File: src/rtl/spi_slave_word_rx.sv
// SPI mode-0 responder: oversampled SCK/CSbar/MOSI, MSB-first word deserialiser
// feeding a first-word-fall-through FIFO, with a reply word shifted out on MISO.
module spi_slave_word_rx #(
   parameter int inBits     = 16,
   parameter int FIFO_DEPTH = 4
) (
   input  logic              SYS_CLK,
   input  logic              RSTbar,
   input  logic              ENA,
   input  logic              SCK,
   input  logic              CSbar,
   input  logic              MOSI,
   output logic              MISO,
   output logic              MISO_OE,
   input  logic [inBits-1:0] DATA_MISO,
   output logic [inBits-1:0] DATA_OUT,
   output logic              VALID,
   input  logic              READY,
   output logic              FIN,
   output logic              FRAME_ERR,
   output logic              OVERFLOW,
   input  logic              OVF_CLR
);

   localparam int PW = $clog2(FIFO_DEPTH);
   localparam int CW = PW + 1;
   localparam int BW = $clog2(inBits + 1);

   typedef enum logic [1:0] {IDLE, SHIFT, HOLD} state_t;

   state_t            state, state_nx;
   logic [2:0]        sck_q, cs_q;
   logic [1:0]        mosi_q;
   logic              sck_rise, sck_fall, cs_fall, cs_rise, mosi_s;
   logic [inBits-1:0] tx_sh, rx_sh;
   logic [BW-1:0]     bit_cnt;
   logic              load_tx, shift_rx, done, frame_err_nx, push_req;
   logic [inBits-1:0] mem [FIFO_DEPTH];
   logic [PW-1:0]     wr_ptr, rd_ptr;
   logic [CW-1:0]     count;
   logic              pop, full, push_ok, drop;

   // CSbar synchroniser resets low so a CSbar already low at release is not seen as a fall
   always_ff @(posedge SYS_CLK or negedge RSTbar) begin
      if (!RSTbar) begin
         sck_q  <= '0;
         cs_q   <= '0;
         mosi_q <= '0;
      end else begin
         sck_q  <= {sck_q[1:0], SCK};
         cs_q   <= {cs_q[1:0], CSbar};
         mosi_q <= {mosi_q[0], MOSI};
      end
   end

   assign sck_rise = sck_q[1] & ~sck_q[2];
   assign sck_fall = ~sck_q[1] & sck_q[2];
   assign cs_fall  = ~cs_q[1] & cs_q[2];
   assign cs_rise  = cs_q[1] & ~cs_q[2];
   assign mosi_s   = mosi_q[1];

   always_ff @(posedge SYS_CLK or negedge RSTbar) begin
      if (!RSTbar) state <= IDLE;
      else         state <= state_nx;
   end

   always_comb begin
      state_nx     = state;
      load_tx      = 1'b0;
      shift_rx     = 1'b0;
      done         = 1'b0;
      frame_err_nx = 1'b0;
      case (state)
         IDLE: begin
            if (cs_fall && ENA) begin
               load_tx  = 1'b1;
               state_nx = SHIFT;
            end
         end
         SHIFT: begin
            if (cs_rise) begin
               frame_err_nx = 1'b1;
               state_nx     = IDLE;
            end else if (sck_rise) begin
               shift_rx = 1'b1;
               if (bit_cnt == BW'(inBits - 1)) begin
                  done     = 1'b1;
                  state_nx = HOLD;
               end
            end
         end
         HOLD: begin
            if (cs_rise) state_nx = IDLE;
         end
         default: state_nx = IDLE;
      endcase
   end

   always_ff @(posedge SYS_CLK or negedge RSTbar) begin
      if (!RSTbar) begin
         tx_sh     <= '0;
         rx_sh     <= '0;
         bit_cnt   <= '0;
         push_req  <= 1'b0;
         FRAME_ERR <= 1'b0;
      end else begin
         if (load_tx) begin
            tx_sh   <= DATA_MISO;
            bit_cnt <= '0;
         end else begin
            if (state != IDLE && sck_fall) tx_sh <= {tx_sh[inBits-2:0], 1'b0};
            if (shift_rx) begin
               rx_sh   <= {rx_sh[inBits-2:0], mosi_s};
               bit_cnt <= bit_cnt + BW'(1);
            end
         end
         push_req  <= done;
         FRAME_ERR <= frame_err_nx;
      end
   end

   assign MISO_OE = (state != IDLE);
   assign MISO    = (state != IDLE) & tx_sh[inBits-1];

   assign VALID    = (count != '0);
   assign full     = (count == CW'(FIFO_DEPTH));
   assign pop      = VALID & READY;
   assign push_ok  = push_req & (~full | pop);
   assign drop     = push_req & full & ~pop;
   assign DATA_OUT = mem[rd_ptr];

   always_ff @(posedge SYS_CLK or negedge RSTbar) begin
      if (!RSTbar) begin
         for (int unsigned i = 0; i < FIFO_DEPTH; i++) mem[i] <= '0;
         wr_ptr   <= '0;
         rd_ptr   <= '0;
         count    <= '0;
         FIN      <= 1'b0;
         OVERFLOW <= 1'b0;
      end else begin
         if (push_ok) begin
            mem[wr_ptr] <= rx_sh;
            wr_ptr      <= wr_ptr + PW'(1);
         end
         if (pop) rd_ptr <= rd_ptr + PW'(1);
         case ({push_ok, pop})
            2'b10:   count <= count + CW'(1);
            2'b01:   count <= count - CW'(1);
            default: count <= count;
         endcase
         FIN <= push_ok;
         if (drop)         OVERFLOW <= 1'b1;
         else if (OVF_CLR) OVERFLOW <= 1'b0;
      end
   end

endmodule

File: config.mk
export PLATFORM = sky130hd
export DESIGN_NAME = spi_slave_word_rx
export DESIGN_NICKNAME = d
export VERILOG_FILES = /design/src/rtl/spi_slave_word_rx.sv
export SDC_FILE = /design/constraint.sdc
export NUM_CORES = 1
export LEC_CHECK = 0
export CORE_AREA = 4 4 94 113
export DETAILED_ROUTE_END_ITERATION = 10
export DIE_AREA = 0 0 98 117
export GPL_TIMING_DRIVEN = 0
export PLACE_DENSITY = 0.79
export SKIP_CTS_REPAIR_TIMING = 1
export SYNTH_ARGS = -nofsm -noshare
export SYNTH_HDL_FRONTEND = slang
export SYNTH_SLANG_ARGS = --single-unit
File: constraint.sdc
create_clock -name SYS_CLK -period 2.7 [get_ports SYS_CLK]
set_input_delay 0.27 -clock SYS_CLK [delete_from_list [all_inputs] [get_ports SYS_CLK]]
set_output_delay 0.27 -clock SYS_CLK [all_outputs]
set_load 0.02 [all_outputs]
==> flow_summary.toml, run 1 <==
[run_status]
status = "finished clean"

[finish]
final_common_cell = "dfrtp_1"
area_growth_pct = 23.13
mostFrequentLayoutCells = "122 x dfrtp_1, 44 x clkdlybuf4s50_1, 41 x mux2_2, 40 x mux2_4"
nNetsFinal = 435
drive_above_1_share_pct = 36.14
n_antenna_cell = 0
post-route-util_pct = 70.22

[critical_path]
cp_slowest_cell = "mux4_2"
cp-end-kind = "primary output"
startpoint_type = "flip-flop"
path_class = "flip-flop to primary output"
worstPathRequired_ps = 2430
crit_family = "buffers and inverters"
max_stage_delay_ps = 560
r2r-start = "count[1]"
cp_max_fo = 10
crit_arrival_ps = 2300
worst_setup_path_startpoint = "rd_ptr[0]"
path_cells = "clkbuf_4 > buf_6 > mux4_2 > clkdlybuf4s50_1"
path_buf_inv = 3

[placed_design]
hpwl_um = 6318
port_buffers = 45
gp_congestion = 0.7365

[routing]
drtAntennaViolNets = 0
drc_errors = 0
wl_per_cell_um = 17.69
route.vias.total = 2918
routed_wl_um = 9519
dr.pass1.iters = 4
viasPerCell = 5.424
drt_iter0_drc = 85

[timing]
hold_viol = 0
period_minus_slack_ps = 2571
setup_viol = 0
grt_setup_unrepaired = "no"
worstMarginPinSlew_ps = 538.1
finalSetupTns_ps = 0
slew_headroom_pct = 63.97
finClkSkew_ps = 7.088
period_share_pct = 95.23
slew_viol_final = 0
timing.fmax_mhz = 388.9

[grt]
grt_max_degree = 107
grt_pass1_vias = 3250
grt.total_usage_pct = 18.36
antenna_found_initial = 0
overflow = 0
grt_pass1_wl_um = 16220

[synthesis]
synthXorXnorAreaFrac_pct = 1.130
synth_compound_area_share_pct = 5.418
syn_avg_cell_area_um2 = 16.05
yosys_warnings = 0
synthArstFlopShare_pct = 100.0
synthSimpleGateAreaFrac_pct = 5.211
synthMuxAreaShare_pct = 26.40
ys_ff_latch = 122
synth-main-ff-cell = "dfrtp_1"
synth_top_family_by_area = "multiplexers"
synth_enable_flop_cells = 0
synth_fa_ha_area_share_pct = 1.983
synth_cells = 338
ys_types = 35
syn_area_um2 = 5426
yosysSeqAreaShare_pct = 56.26
synth_nets = 370

[pwr]
power.leakage_nw = 3.343
power_w = 0.005167
p_per_area_nw_per_um2 = 773.4
ir_worst_vdd_mv = 0.3972

[die]
row_count = 39
chipWidth_um = 98
core_um2 = 9515
die_h_um = 117
dieArea_um2 = 11470
initial_core_util_pct = 57.03
io_pins = 46

[clock_network]
clockRootBuffer = "clkbuf_16"
cts_inserted_buffers = 17
cts_buffer_depth = 2
clkSinkCount = 122
clock_latency_ps = 410
cts_tree = "done"
clk_pin_slew_ps = 50
cts_htree_levels = 4

[hold_path]
hold_path.class = "input port to asynchronous set/reset pin"

[job]
maxCapViolations = 0
power by group:
part           switching [W]  internal (W)  total, W  leakage (nW)
Combinational       0.000315      0.000353  0.000668          1.40
Sequential          0.000169       0.00201   0.00218          1.63
Clock               0.000743       0.00158   0.00232         0.304
Total                0.00123       0.00394   0.00517          3.34
cells in the mapped netlist, types with 2 or more instances:
cell type,number,area share [%]
a21o_1,15,2.1
a22o_1,17,2.7
buf_12,5,1.8
buf_2,7,0.65
buf_4,2,0.28
dfrtp_1,122,56
ha_1,7,1.6
inv_1,11,0.76
mux2_2,41,8.5
mux2_4,40,11
mux4_2,16,6.6
nand2_1,7,0.48
nand2_8,4,1.5
nand2b_1,5,0.58
nor2_1,7,0.48
nor2b_1,4,0.46
nor3_1,2,0.18
o21ai_0,4,0.37
xnor2_1,4,0.65
xor2_1,3,0.48
per-stage QoR:
stage | hold slack [ps] | cells | instance area [µm²] | worst slack, ps
finish | 270.2 | 538 | 6681 | 128.8
global route | 276.5 | 538 | 6681 | 32.67
CTS | -314.0 | 538 | 6669 | -112.5
detailed placement | 115.5 | 507 | 6060 | 198.9
global placement | 333.1 | 506 | 6031 | -3173
floorplan | -25.59 | 338 | 5426 | 641.3
final cells by class:
type                            instances  area (µm²)
Inverter                               11       41.29
Sequential cell                       122        3053
Clock inverter                          9       145.1
Buffer                                 14       156.4
Clock buffer                           22       464.2
Fill cell                             620        2834
Timing Repair Buffer                   47       489.2
Multi-Input combinational cell        190        2178
Tap cell                              123       153.9
final timing paths:
kind | end | slack, ps | depth (start not counted)
max | DATA_OUT[1] | 130 | 4
min | count[0] | 270 | 2
max reg2reg | count[2] | 480 | 10
min reg2reg | sck_q[1] | 340 | 0
max in group asynchronous | rx_sh[13] | 1690 | 3
min in group SYS_CLK | cs_q[0] | 310 | 1
layer usage:
metal / vias to the layer above / part of all wire (%) / GRT usage, %
li1: 1357 / - / -
met1: 1488 / 42 / 21.91
met2: 60 / 52 / 31.97
met3: 13 / 4.0 / 5.394
met4: 0 / 1.3 / 6.648
met5: - / 0 / 0
flip-flops by register name (all words and copies together) (netlist names):
register   count
mosi_q         2
bit_cnt        5
tx_sh         16
rd_ptr         2
FRAME_ERR      1
OVERFLOW       1
count          3
rx_sh         16
sck_q          3
wr_ptr         2
state          2
FIN            1
cs_q           3
mem           64
push_req       1
cell families (layout without fill, tap and decap cells):
logic type               Yosys count  after routing
multiplexers                      98             98
buffers and inverters             26            103
adder cells (fa/ha/maj)            8              8
AO/OA/AOI/OAI                     38             38
XOR/XNOR                           7              7
AND/OR/NAND/NOR                   39             39
flip-flops                       122            122
Note: power is estimated with default switching activity, not from simulation.
==> run 2, diff against run 1 <==
Settings changed: CTS_CLUSTER_DIAMETER set to 40.
==> results of run 2 <==
Final layout, timing and power as in run 1 (identical DEF).
==> run 3, diff against run 2 <==
Settings changed: MAX_ROUTING_LAYER set to met4, SKIP_LAST_GASP set to 1, TNS_END_PERCENT set to 1.
==> run 3 against run 2 <==
  * Fmax is 0.20% lower
  * Hold slack worse by 4.2 ps
  * Non-clock buffer count stayed put
  * Final area stayed put
  * Count of clock-buffer cells in the layout stayed put
  * Die area stayed put
  * First-iteration DRC count is 1.2% higher
  * Global-route usage is 0.64 points higher
  * Wire length is 0.51% higher
  * Largest cell class unchanged
  * Largest power group unchanged
  * Highest routed layer unchanged
==> flow_summary.toml, run 3 (synthesis results as in run 1) <==
[run_status]
status = "finished clean"

[timing]
setup_viol = 0
period_share_pct = 95.42
worstMarginPinSlew_ps = 551.9
slew_viol_final = 0
slew_headroom_pct = 63.04
finClkSkew_ps = 9.538
hold_viol = 0
fin_ws_ps = 123.7
timing.hold.ws_ps = 266.0
timing.fmax_mhz = 388.2
period_minus_slack_ps = 2576
grt_setup_unrepaired = "no"

[die]
core_um2 = 9515
dieArea_um2 = 11470
io_pins = 46
row_count = 39
chipWidth_um = 98
initial_core_util_pct = 57.03
die_h_um = 117

[finish]
post-route-util_pct = 70.22
n_fill_cell = 620
final_common_cell = "dfrtp_1"
largest_register_ffs = 64
largest-register = "mem"
nNetsFinal = 435
drive_above_1_share_pct = 36.14
area_growth_pct = 23.13
n_antenna_cell = 0
top_regs = "mem x64, rx_sh x16, tx_sh x16"
final_cells = 538
mostFrequentLayoutCells = "122 x dfrtp_1, 44 x clkdlybuf4s50_1, 41 x mux2_2, 40 x mux2_4"

[grt]
grt_max_degree = 107
use_met3_pct = 5.572
gr-usage-met2_pct = 31.93
grt.total_usage_pct = 19.00
grt_pass1_vias = 3240
busiest_layer = "met2"
overflow = 0
grt_pass1_wl_um = 16250
gr-usage-met1_pct = 22.15
antenna_found_initial = 0

[pwr]
power_w = 0.005173
power.leakage_nw = 3.343
p_per_area_nw_per_um2 = 774.2
ir_worst_vdd_mv = 0.3997

[hold_path]
hold_path.class = "input port to asynchronous set/reset pin"

[clock_network]
clockRootBuffer = "clkbuf_16"
cts_inserted_buffers = 17
cts_buffer_depth = 2
clk_pin_slew_ps = 50
clock_latency_ps = 410
clkSinkCount = 122
cts_htree_levels = 4
cts_tree = "done"

[placed_design]
hpwl_um = 6318
gp_congestion = 0.7456
dpl_worst_slack_ps = 198.9
port_buffers = 45
placed_cells = 507

[routing]
routed_wl_um = 9568
drtAntennaViolNets = 0
drc_errors = 0
route.vias.total = 2925
wl_per_cell_um = 17.78
viasPerCell = 5.437
dr.pass1.iters = 4
drt_iter0_drc = 86

[job]
maxCapViolations = 0

[critical_path]
worstPathRequired_ps = 2430
cp_max_fo = 10
reg2reg_slack_ps = 480
cp-end-kind = "primary output"
startpoint_type = "flip-flop"
r2r-start = "count[1]"
path_class = "flip-flop to primary output"
worst_r2r_endpoint = "count[2]"
rr_worst_depth = 10
crit_arrival_ps = 2310
## run 3: cell counts in the layout (fill, tap and decap cells not counted)
Identical to the previous run, type by type.
## run 3: through the flow
| stage | TNS, ps | cell area, µm² |
|---|---|---|
| 2_1_floorplan | 0 | 5426 |
| 3_3_place_gp | -386180 | 6031 |
| 3_5_place_dp | 0 | 6060 |
| 4_1_cts | -597.1 | 6669 |
| 5_1_grt | 0 | 6681 |
| 6_report | 0 | 6681 |
## run 3: layout make-up
type                            count  area (µm²)  share of cell area [%]
Sequential cell                   122        3053                   45.69
Multi-Input combinational cell    190        2178                   32.60
Timing Repair Buffer               47       489.2                   7.322
Clock buffer                       22       464.2                   6.948
Buffer                             14       156.4                   2.341
Tap cell                          123       153.9                   2.303
Clock inverter                      9       145.1                   2.172
Inverter                           11       41.29                  0.6180
## run 3: routing by layer
layer / routed length [µm] / vias up
met5: 0 / -
met4: 85 / 0
met1: 4072 / 1500
li1: - / 1352
met2: 5064 / 68
met3: 345 / 5
## run 3: worst max-delay path by stage
stage,startpoint,endpoint,slack [ps],cells after the start
after floorplan,count[1],count[1],640,6
after global placement,RSTbar,sck_q[0],-3170,1
after detailed placement,READY,count[2],200,11
after CTS,rd_ptr[1],DATA_OUT[1],-110,4
after global routing,rd_ptr[0],DATA_OUT[1],30,4
final,rd_ptr[0],DATA_OUT[1],120,4
## run 3: where the power goes
part / switching, W / internal [W]
Clock: 0.000746 / 0.00158
Combinational: 0.000317 / 0.000353
Sequential: 0.000169 / 0.00201
## run 3: critical path: stages, from the launching register on
cell and delay [ps]:
dfrtp_1 310, clkbuf_4 250, buf_6 210, mux4_2 560
clkdlybuf4s50_1 560
